<file path="config.mk">
export PLATFORM = sky130hd
export DESIGN_NAME = mem_access_unit
export DESIGN_NICKNAME = d
export VERILOG_FILES = /design/src/rtl/mem_access_unit.sv
export SDC_FILE = /design/constraint.sdc
export NUM_CORES = 1
export LEC_CHECK = 0
export CORE_ASPECT_RATIO = 1.4
export CORE_MARGIN = 8
export CORE_UTILIZATION = 44
export DETAILED_ROUTE_END_ITERATION = 8
export GPL_TIMING_DRIVEN = 0
export HOLD_SLACK_MARGIN = 0.06
export PLACE_DENSITY = 0.89
export SETUP_SLACK_MARGIN = 0.5
export SLEW_MARGIN = 30
export SYNTH_ARGS = -nofsm -noshare
export SYNTH_HDL_FRONTEND = slang
export SYNTH_SLANG_ARGS = --single-unit
</file>
<file path="constraint.sdc">
create_clock -name clk -period 3.2 [get_ports clk]
set_input_delay 0.64 -clock clk [delete_from_list [all_inputs] [get_ports clk]]
set_output_delay 0.64 -clock clk [all_outputs]
set_load 0.05 [all_outputs]
</file>
<file path="src/rtl/mem_access_unit.sv">
// Purpose: MEM-stage access unit; maps byte/half/word loads and stores onto a word-wide big-endian data memory.
// Latency: loads 1 cycle (registered result), word stores 0 cycles, sub-word stores 2 cycles (read then write).
// Backpressure: stall is high only in the read cycle of a sub-word store; bad requests fault without stalling.
module mem_access_unit #(
  parameter int DATA_MEM_SIZE = 128
) (
  input  logic        clk,
  input  logic        rst,
  input  logic        req_valid,
  input  logic        req_write,
  input  logic [1:0]  req_size,
  input  logic        req_signed,
  input  logic [31:0] req_addr,
  input  logic [31:0] req_wdata,
  output logic        stall,
  output logic [31:0] load_data,
  output logic        load_valid,
  output logic        fault,
  output logic [31:0] dm_addr,
  output logic [31:0] dm_wdata,
  output logic        dm_write,
  output logic        dm_read,
  input  logic [31:0] dm_rdata
);

  typedef enum logic {
    IDLE = 1'b0,
    RMW  = 1'b1
  } state_t;

  localparam logic [1:0]  SizeByte  = 2'b00;
  localparam logic [1:0]  SizeHalf  = 2'b01;
  localparam logic [1:0]  SizeWord  = 2'b10;
  localparam logic [31:0] MemSize   = 32'(DATA_MEM_SIZE);
  localparam logic [31:0] WordLimit = 32'(DATA_MEM_SIZE - 4);

  state_t      state;
  state_t      nextState;
  logic        badReq;
  logic        acceptReq;
  logic        subWordStore;
  logic [31:0] wordAddr;
  logic [7:0]  laneByte;
  logic [15:0] laneHalf;
  logic [31:0] loadExt;
  logic [31:0] mergeNext;
  logic [31:0] merge;
  logic [31:0] rmwAddr;

  assign wordAddr     = {req_addr[31:2], 2'b00};
  assign acceptReq    = (state == IDLE) && req_valid && !badReq;
  assign subWordStore = req_write && (req_size != SizeWord);

  // Classify the request: illegal size, misalignment or out-of-range address.
  always_comb begin
    badReq = 1'b0;
    case (req_size)
      SizeByte: badReq = (req_addr >= MemSize);
      SizeHalf: badReq = req_addr[0] || (req_addr >= MemSize);
      SizeWord: badReq = (req_addr[1:0] != 2'b00) || (req_addr > WordLimit);
      default:  badReq = 1'b1;
    endcase
  end

  // Pick the big-endian lane for loads, extend it, and build the merged word for sub-word stores.
  always_comb begin
    laneByte  = 8'h00;
    loadExt   = dm_rdata;
    mergeNext = dm_rdata;
    case (req_addr[1:0])
      2'd0:    laneByte = dm_rdata[31:24];
      2'd1:    laneByte = dm_rdata[23:16];
      2'd2:    laneByte = dm_rdata[15:8];
      default: laneByte = dm_rdata[7:0];
    endcase
    laneHalf = req_addr[1] ? dm_rdata[15:0] : dm_rdata[31:16];
    case (req_size)
      SizeByte: begin
        loadExt = {{24{req_signed & laneByte[7]}}, laneByte};
        case (req_addr[1:0])
          2'd0:    mergeNext[31:24] = req_wdata[7:0];
          2'd1:    mergeNext[23:16] = req_wdata[7:0];
          2'd2:    mergeNext[15:8]  = req_wdata[7:0];
          default: mergeNext[7:0]   = req_wdata[7:0];
        endcase
      end
      SizeHalf: begin
        loadExt = {{16{req_signed & laneHalf[15]}}, laneHalf};
        if (req_addr[1]) mergeNext[15:0] = req_wdata[15:0];
        else             mergeNext[31:16] = req_wdata[15:0];
      end
      default: ;
    endcase
  end

  // Next state and memory-side controls; reset forces every enable low so an RMW write is aborted.
  always_comb begin
    nextState = state;
    stall     = 1'b0;
    dm_addr   = 32'h0;
    dm_wdata  = 32'h0;
    dm_write  = 1'b0;
    dm_read   = 1'b0;
    if (rst) begin
      nextState = IDLE;
    end else begin
      case (state)
        IDLE: begin
          if (acceptReq) begin
            dm_addr = wordAddr;
            if (!req_write) begin
              dm_read = 1'b1;
            end else if (!subWordStore) begin
              dm_write = 1'b1;
              dm_wdata = req_wdata;
            end else begin
              dm_read   = 1'b1;
              stall     = 1'b1;
              nextState = RMW;
            end
          end
        end
        RMW: begin
          dm_write  = 1'b1;
          dm_addr   = rmwAddr;
          dm_wdata  = merge;
          nextState = IDLE;
        end
        default: nextState = IDLE;
      endcase
    end
  end

  // State register.
  always_ff @(posedge clk) begin
    if (rst) state <= IDLE;
    else     state <= nextState;
  end

  // Load result, one-cycle status pulses and the RMW merge buffer.
  always_ff @(posedge clk) begin
    if (rst) begin
      load_data  <= 32'h0;
      load_valid <= 1'b0;
      fault      <= 1'b0;
      merge      <= 32'h0;
      rmwAddr    <= 32'h0;
    end else begin
      load_valid <= 1'b0;
      fault      <= 1'b0;
      if (state == IDLE && req_valid) begin
        if (badReq) begin
          fault <= 1'b1;
        end else if (!req_write) begin
          load_data  <= loadExt;
          load_valid <= 1'b1;
        end else if (subWordStore) begin
          merge   <= mergeNext;
          rmwAddr <= wordAddr;
        end
      end
    end
  end

endmodule

</file>
==> impl_metrics.ini, run 1 <==
[floorplan]
die_x_um = 106
num_rows = 46
die_area_um2 = 15000
fp.coreArea_um2 = 11200
die_h_um = 142
initial_core_util_pct = 44.4
ios = 204

[min_path]
worstHoldPathCells = 2
hold_path_startpoint = merge[15]$_SDFFE_PP0P_
min_to = merge[15]$_SDFFE_PP0P_
worstHoldPathType = reg -> reg

[global_routing]
grt_start_max_net_pins = 18
antenna_found_initial = 2
grt_pass1_vias = 6132
grt_pass1_wl_um = 34900
track_usage_pct = 29.9
overflow = 0

[critical_path]
cp-end-kind = output pin
reg2reg_depth = 9
arrival_ns = 2.47
r2r_setup_slack_ns = 0.68
regToRegEndpoint = merge[20]$_SDFFE_PP0P_
cp_slowest_cell = nor4_4
path_cells = clkbuf_2 > nor4_4 > nand4_4 > buf_6 > nor3_4 > a41oi_4 > buf_12 > buf_16 > clkbuf_16 > nor2_4 > buf_8
cp_max_fo = 5
cpPeakStageDelay_ns = 0.33
crit_start = req_addr[18]
crit_type = in -> out
cp.required_ns = 2.56
cp-start-kind = primary input
r2r-start = state$_SDFF_PP0_

[cts]
clock_latency_ns = 0.36
ctsHoldBuffers = 0
cts_tree = built
root_buffer = clkbuf_16
cts-buffers-inserted = 9
path_clk_slew_ns = 0.07
cts_buffer_depth = 2
htree_levels = 3
clock_sinks = 97

[power]
powerDensity_nw_per_um2 = 331
p_leak_nw = 3.36
peakVddDrop_mv = 0.229
power_mw = 2.77

[synthesis]
ys_ff_latch = 97
synth_edf_count = 0
synthTopCellsByCount = dfxtp_1, a21oi_1, nand2_1, clkbuf_1, nor2_1
yosysMostFrequentCell = dfxtp_1
synth_area_leaders = dfxtp_1, a21oi_1, mux2i_1, nand2_1, mux2_2
synth_compound_area_share_pct = 18.8
seq_area_frac_synth_pct = 38.9
yosys.area.top_type = dfxtp_1
synth-simple-area-share_pct = 24.5
yosys_warnings = 0
synth_top_family_by_area = simple AND/OR/NAND/NOR gates
synthAdderAreaFrac_pct = 0
synth_ff_type = dfxtp_1
syn_inst = 606
synth-xor-area-share_pct = 0
syn_area_per_cell_um2 = 8.23
async_flop_share_pct = 0
netlist_area_um2 = 4990
yosysUniqueCellTypes = 43
synth_mux_area_share_pct = 12.4
synth_top_cell_area_share_pct = 38.9

[run_status]
status = complete, no violations

[timing]
slew_violations = 0
fmax_mhz = 321
period_minus_slack_ns = 3.11
fin_crit_sh_pct = 97.3
finClkSkew_ns = 0.0121
relSlewSlack_pct = 43.8
tightest_slew_ns = 0.835
hold_viol = 0
setup_viol = 0
rsz0062_at_grt = true

[drt]
wire_per_inst_um = 23.5
wirelength_um = 23500
drc = 0
first_pass_iters = 5
ant_nets = 0
drt_iter0_drc = 466
via_per_inst = 5.98
vias = 6002

[cells_and_area]
drive_gt1_share_pct = 29.9
num-nets-final = 955
utilization_pct = 74.7
area_growth_pct = 68.1
final_cell_area_um2 = 8380

[placed_design]
dp_hpwl_um = 16600
port_buffers = 200
gp_congestion = 0.976
placed_area_um2 = 7510

[job]
max-cap-violations = 0
## cell usage in the layout (no fill, tap or decap), types with 4 or more instances in the layout
cell type        instances
o21ai_0                 10
or3_1                   14
a21o_1                   6
mux2i_1                 38
mux2_2                  17
nand2_1                 73
buf_2                   25
buf_1                    4
dfxtp_1                 97
nand3_1                 10
clkbuf_4                 6
clkdlybuf4s15_1          5
and3_1                  30
clkbuf_2                20
a32o_2                   5
a31oi_1                  6
clkbuf_16               16
and2_1                  26
buf_4                   25
o22ai_1                 14
clkdlybuf4s50_1        104
nor4_4                   5
a31o_2                  10
o221ai_1                 6
a221oi_1                 9
nor2_4                  33
clkinvlp_4               4
nor2_1                   9
a21oi_1                 78
buf_8                   19
nor3_1                  10
clkbuf_1                29
buf_6                   35
## per-layer routing
layer / vias to the layer above / GRT usage, % / routed length, um
li1: 2670 / - / -
met1: 2885 / 32.2 / 8590
met2: 351 / 53.0 / 12000
met3: 96 / 5.98 / 1540
met4: 0 / 17.2 / 1380
met5: - / 0 / 0
## flip-flops by register name (all words and copies together), names as in the netlist
name	flops
fault	1
load_valid	1
rmwAddr	30
merge	32
state	1
load_data	32
## worst max-delay path: cells and delay by family
family | cells | cell delay (ns)
buffers and inverters | 6 | 0.87
AND/OR/NAND/NOR | 4 | 0.76
AO/OA/AOI/OAI | 1 | 0.19
## where the power goes
part | switching (mW) | internal [mW] | total (mW) | leakage [nW]
Combinational | 0.220 | 0.183 | 0.403 | 2.43
Clock | 0.525 | 0.638 | 1.16 | 0.147
Sequential | 0.000180 | 1.21 | 1.21 | 0.781
## how the worst max path moves through the flow
stage,cells past startpoint,endpoint
finish,11,dm_wdata[26]
global route,11,dm_wdata[30]
CTS,11,dm_wdata[29]
detailed placement,9,stall
global placement,9,stall
floorplan,7,stall
## what timing repair did
item                                    in CTS  in global routing
gates resized for setup                    507                 73
pin swaps                                   21                 17
buffers inserted                            25                  4
gates cloned                                 5                  0
endpoints found under the setup margin     158                 95
## layout make-up
class                      instances  area [um2]
antenna                            2        5.00
buffer                            57         375
clock buffer                      10         239
clock inverter                     6        73.8
fill                             792        2840
inverter                           5        26.3
multi-input combinational        448        3210
sequential                        97        1940
tap                              144         180
timing repair buffer             234        2330
## per-stage QoR
stage	setup WS [ns]	hold slack [ns]	cells	TNS, ns
6_report	0.0864	0.454	1003	0
5_1_grt	0.000524	0.479	1003	0
4_1_cts	0.0807	0.453	997	0
3_5_place_dp	-1.17	0.445	951	-53.90
3_3_place_gp	-1.15	0.438	951	-50.15
2_1_floorplan	0.225	0.432	607	0
## kinds of logic after synthesis
family | count (synthesis)
other | 1
muxes | 57
DFF | 97
buffers and inverters | 62
AOI/OAI and AO/OA | 151
and+or+nand+nor | 238
Power figures use the tool's default switching activity.
==> run 2, diff against run 1 <==
- GPL_TIMING_DRIVEN: 0 -> default
- SLEW_MARGIN: 30 -> 5
==> run 2 against run 1 <==
Sequential cell count unchanged. Utilization up 4.4 points. Largest power group unchanged. First-iteration DRC count fell by 1.7%.
==> impl_metrics.ini, run 2 (synthesized netlist as in run 1, its figures left out) <==
[power]
peakVddDrop_mv = 0.255
powerDensity_nw_per_um2 = 303
p_leak_nw = 3.43

[cells_and_area]
utilization_pct = 79.1
final_common_cell = clkdlybuf4s50_1
final_cell_area_um2 = 8870
largestRegisters = load_data (32), merge (32), rmwAddr (30)
final_cell_mix = clkdlybuf4s50_1, dfxtp_1, a21oi_1
area_growth_pct = 77.9
drive_gt1_share_pct = 31.8
num-nets-final = 927

[cts]
clock_latency_ns = 0.35
cts_buffer_depth = 2
cts_tree = built
htree_levels = 3
path_clk_slew_ns = 0.07
root_buffer = clkbuf_16
cts-buffers-inserted = 9
clock_sinks = 97

[timing]
setup_viol = 0
period_minus_slack_ns = 3.07
hold_viol = 0
fmax_mhz = 326
rsz0062_at_grt = true
finClkSkew_ns = 0.00343
tightest_slew_ns = 0.635
fin_crit_sh_pct = 95.9
fin_ws_ns = 0.133
slew_violations = 0
relSlewSlack_pct = 57.6

[global_routing]
grt_start_max_net_pins = 69
track_usage_pct = 29.1
grt_pass1_wl_um = 34300
grt_pass1_vias = 6079
overflow = 0
antenna_found_initial = 1

[floorplan]
fp.coreArea_um2 = 11200
die_x_um = 106
num_rows = 46
ios = 204
die_area_um2 = 15000
die_h_um = 142
initial_core_util_pct = 44.4

[placed_design]
placed_area_um2 = 8230
gp_congestion = 1.01
port_buffers = 201
dp_hpwl_um = 16000
post-place-ws_ns = -0.175

[job]
max-cap-violations = 0

[drt]
wire_per_inst_um = 23.4
wirelength_um = 22800
first_pass_iters = 5
via_per_inst = 5.99
vias = 5839
drc = 0
drt_iter0_drc = 458
ant_nets = 0

[critical_path]
cp.required_ns = 2.56
worst_path_dominant_cell_family = simple AND/OR/NAND/NOR gates
cp_slowest_cell = nor4_4
cp_max_fo = 7
arrival_ns = 2.43
crit_type = in -> out
cp-start-kind = primary input
path_cells = buf_6 > nor4_4 > nand2_2 > nor3_4 > a41oi_4 > buf_6 > buf_12 > nor2_4 > buf_12
cpPeakStageDelay_ns = 0.35
crit_buf_inv = 4
cp-end-kind = output pin

[run_status]
status = complete, no violations

[min_path]
worstHoldPathType = reg -> reg
run 2: cell count changes in the layout (fill, tap and decap cells not counted), moves of 10 or more:
cell      delta
buf_12      +64
clkbuf_1    -29
buf_8       -19
buf_2       -16
buf_4       +15
clkbuf_2    -15
buf_6       -10
run 2: area by class of cell:
| type | count | area [um2] |
|---|---|---|
| antenna | 1 | 2.50 |
| clock buffer | 9 | 225 |
| clock inverter | 7 | 63.8 |
| fill | 692 | 2350 |
| inverter | 5 | 22.5 |
| multi-input combinational | 448 | 3230 |
| sequential | 97 | 1940 |
| tap | 144 | 180 |
| timing repair buffer | 263 | 3210 |
run 2: path summary, 6_finish.rpt:
path                                        startpoint                     end  slack [ns]  depth (start not counted)
worst min-delay path            merge[14]$_SDFFE_PP0P_  merge[14]$_SDFFE_PP0P_        0.46                          2
worst max-delay path                      req_addr[13]            dm_wdata[11]        0.13                          9
worst min register to register  merge[14]$_SDFFE_PP0P_  merge[14]$_SDFFE_PP0P_        0.46                          2
worst max register to register        state$_SDFF_PP0_  merge[29]$_SDFFE_PP0P_        0.67                          6
run 2: what timing repair did:
action / CTS / global route
setup endpoints to repair: 113 / 50
gates resized for setup: 132 / 19
endpoints found under the hold margin: 0 / 0
hold buffers: 0 / 0
gates cloned: 3 / 0
pin swaps: 23 / 16
buffers inserted: 14 / 2
run 2: per-layer routing:
metal	global-route usage, %	routed length (um)	up-vias
met5	0	0	-
met4	14.5	1100	0
met3	6.44	1720	84
met2	52.4	12100	356
met1	31.1	7860	2794
li1	-	-	2605
run 2: stage by stage:
stage          std cells  power (mW)  hold WS (ns)  setup TNS, ns
2_1_floorplan        607        1.39         0.432              0
3_3_place_gp         938        1.62         0.439          -3.73
3_5_place_dp         938        1.62         0.450          -8.95
4_1_cts              971        2.66         0.459              0
5_1_grt              974        2.75         0.478              0
6_report             974        2.69         0.460              0
run 2: worst register-to-register path, cell delays in order, from the launching register on:
cell,delay [ns]
dfxtp_2,0.41
nand2b_1,0.22
or3b_4,0.43
or4_4,0.47
buf_6,0.24
or3_1,0.47
a21oi_1,0.22
run 2: report_power, final:
| part | total (mW) | switching, mW | internal (mW) |
|---|---|---|---|
| Sequential | 1.21 | 0.000249 | 1.21 |
| Combinational | 0.411 | 0.217 | 0.194 |
| Clock | 1.07 | 0.525 | 0.543 |
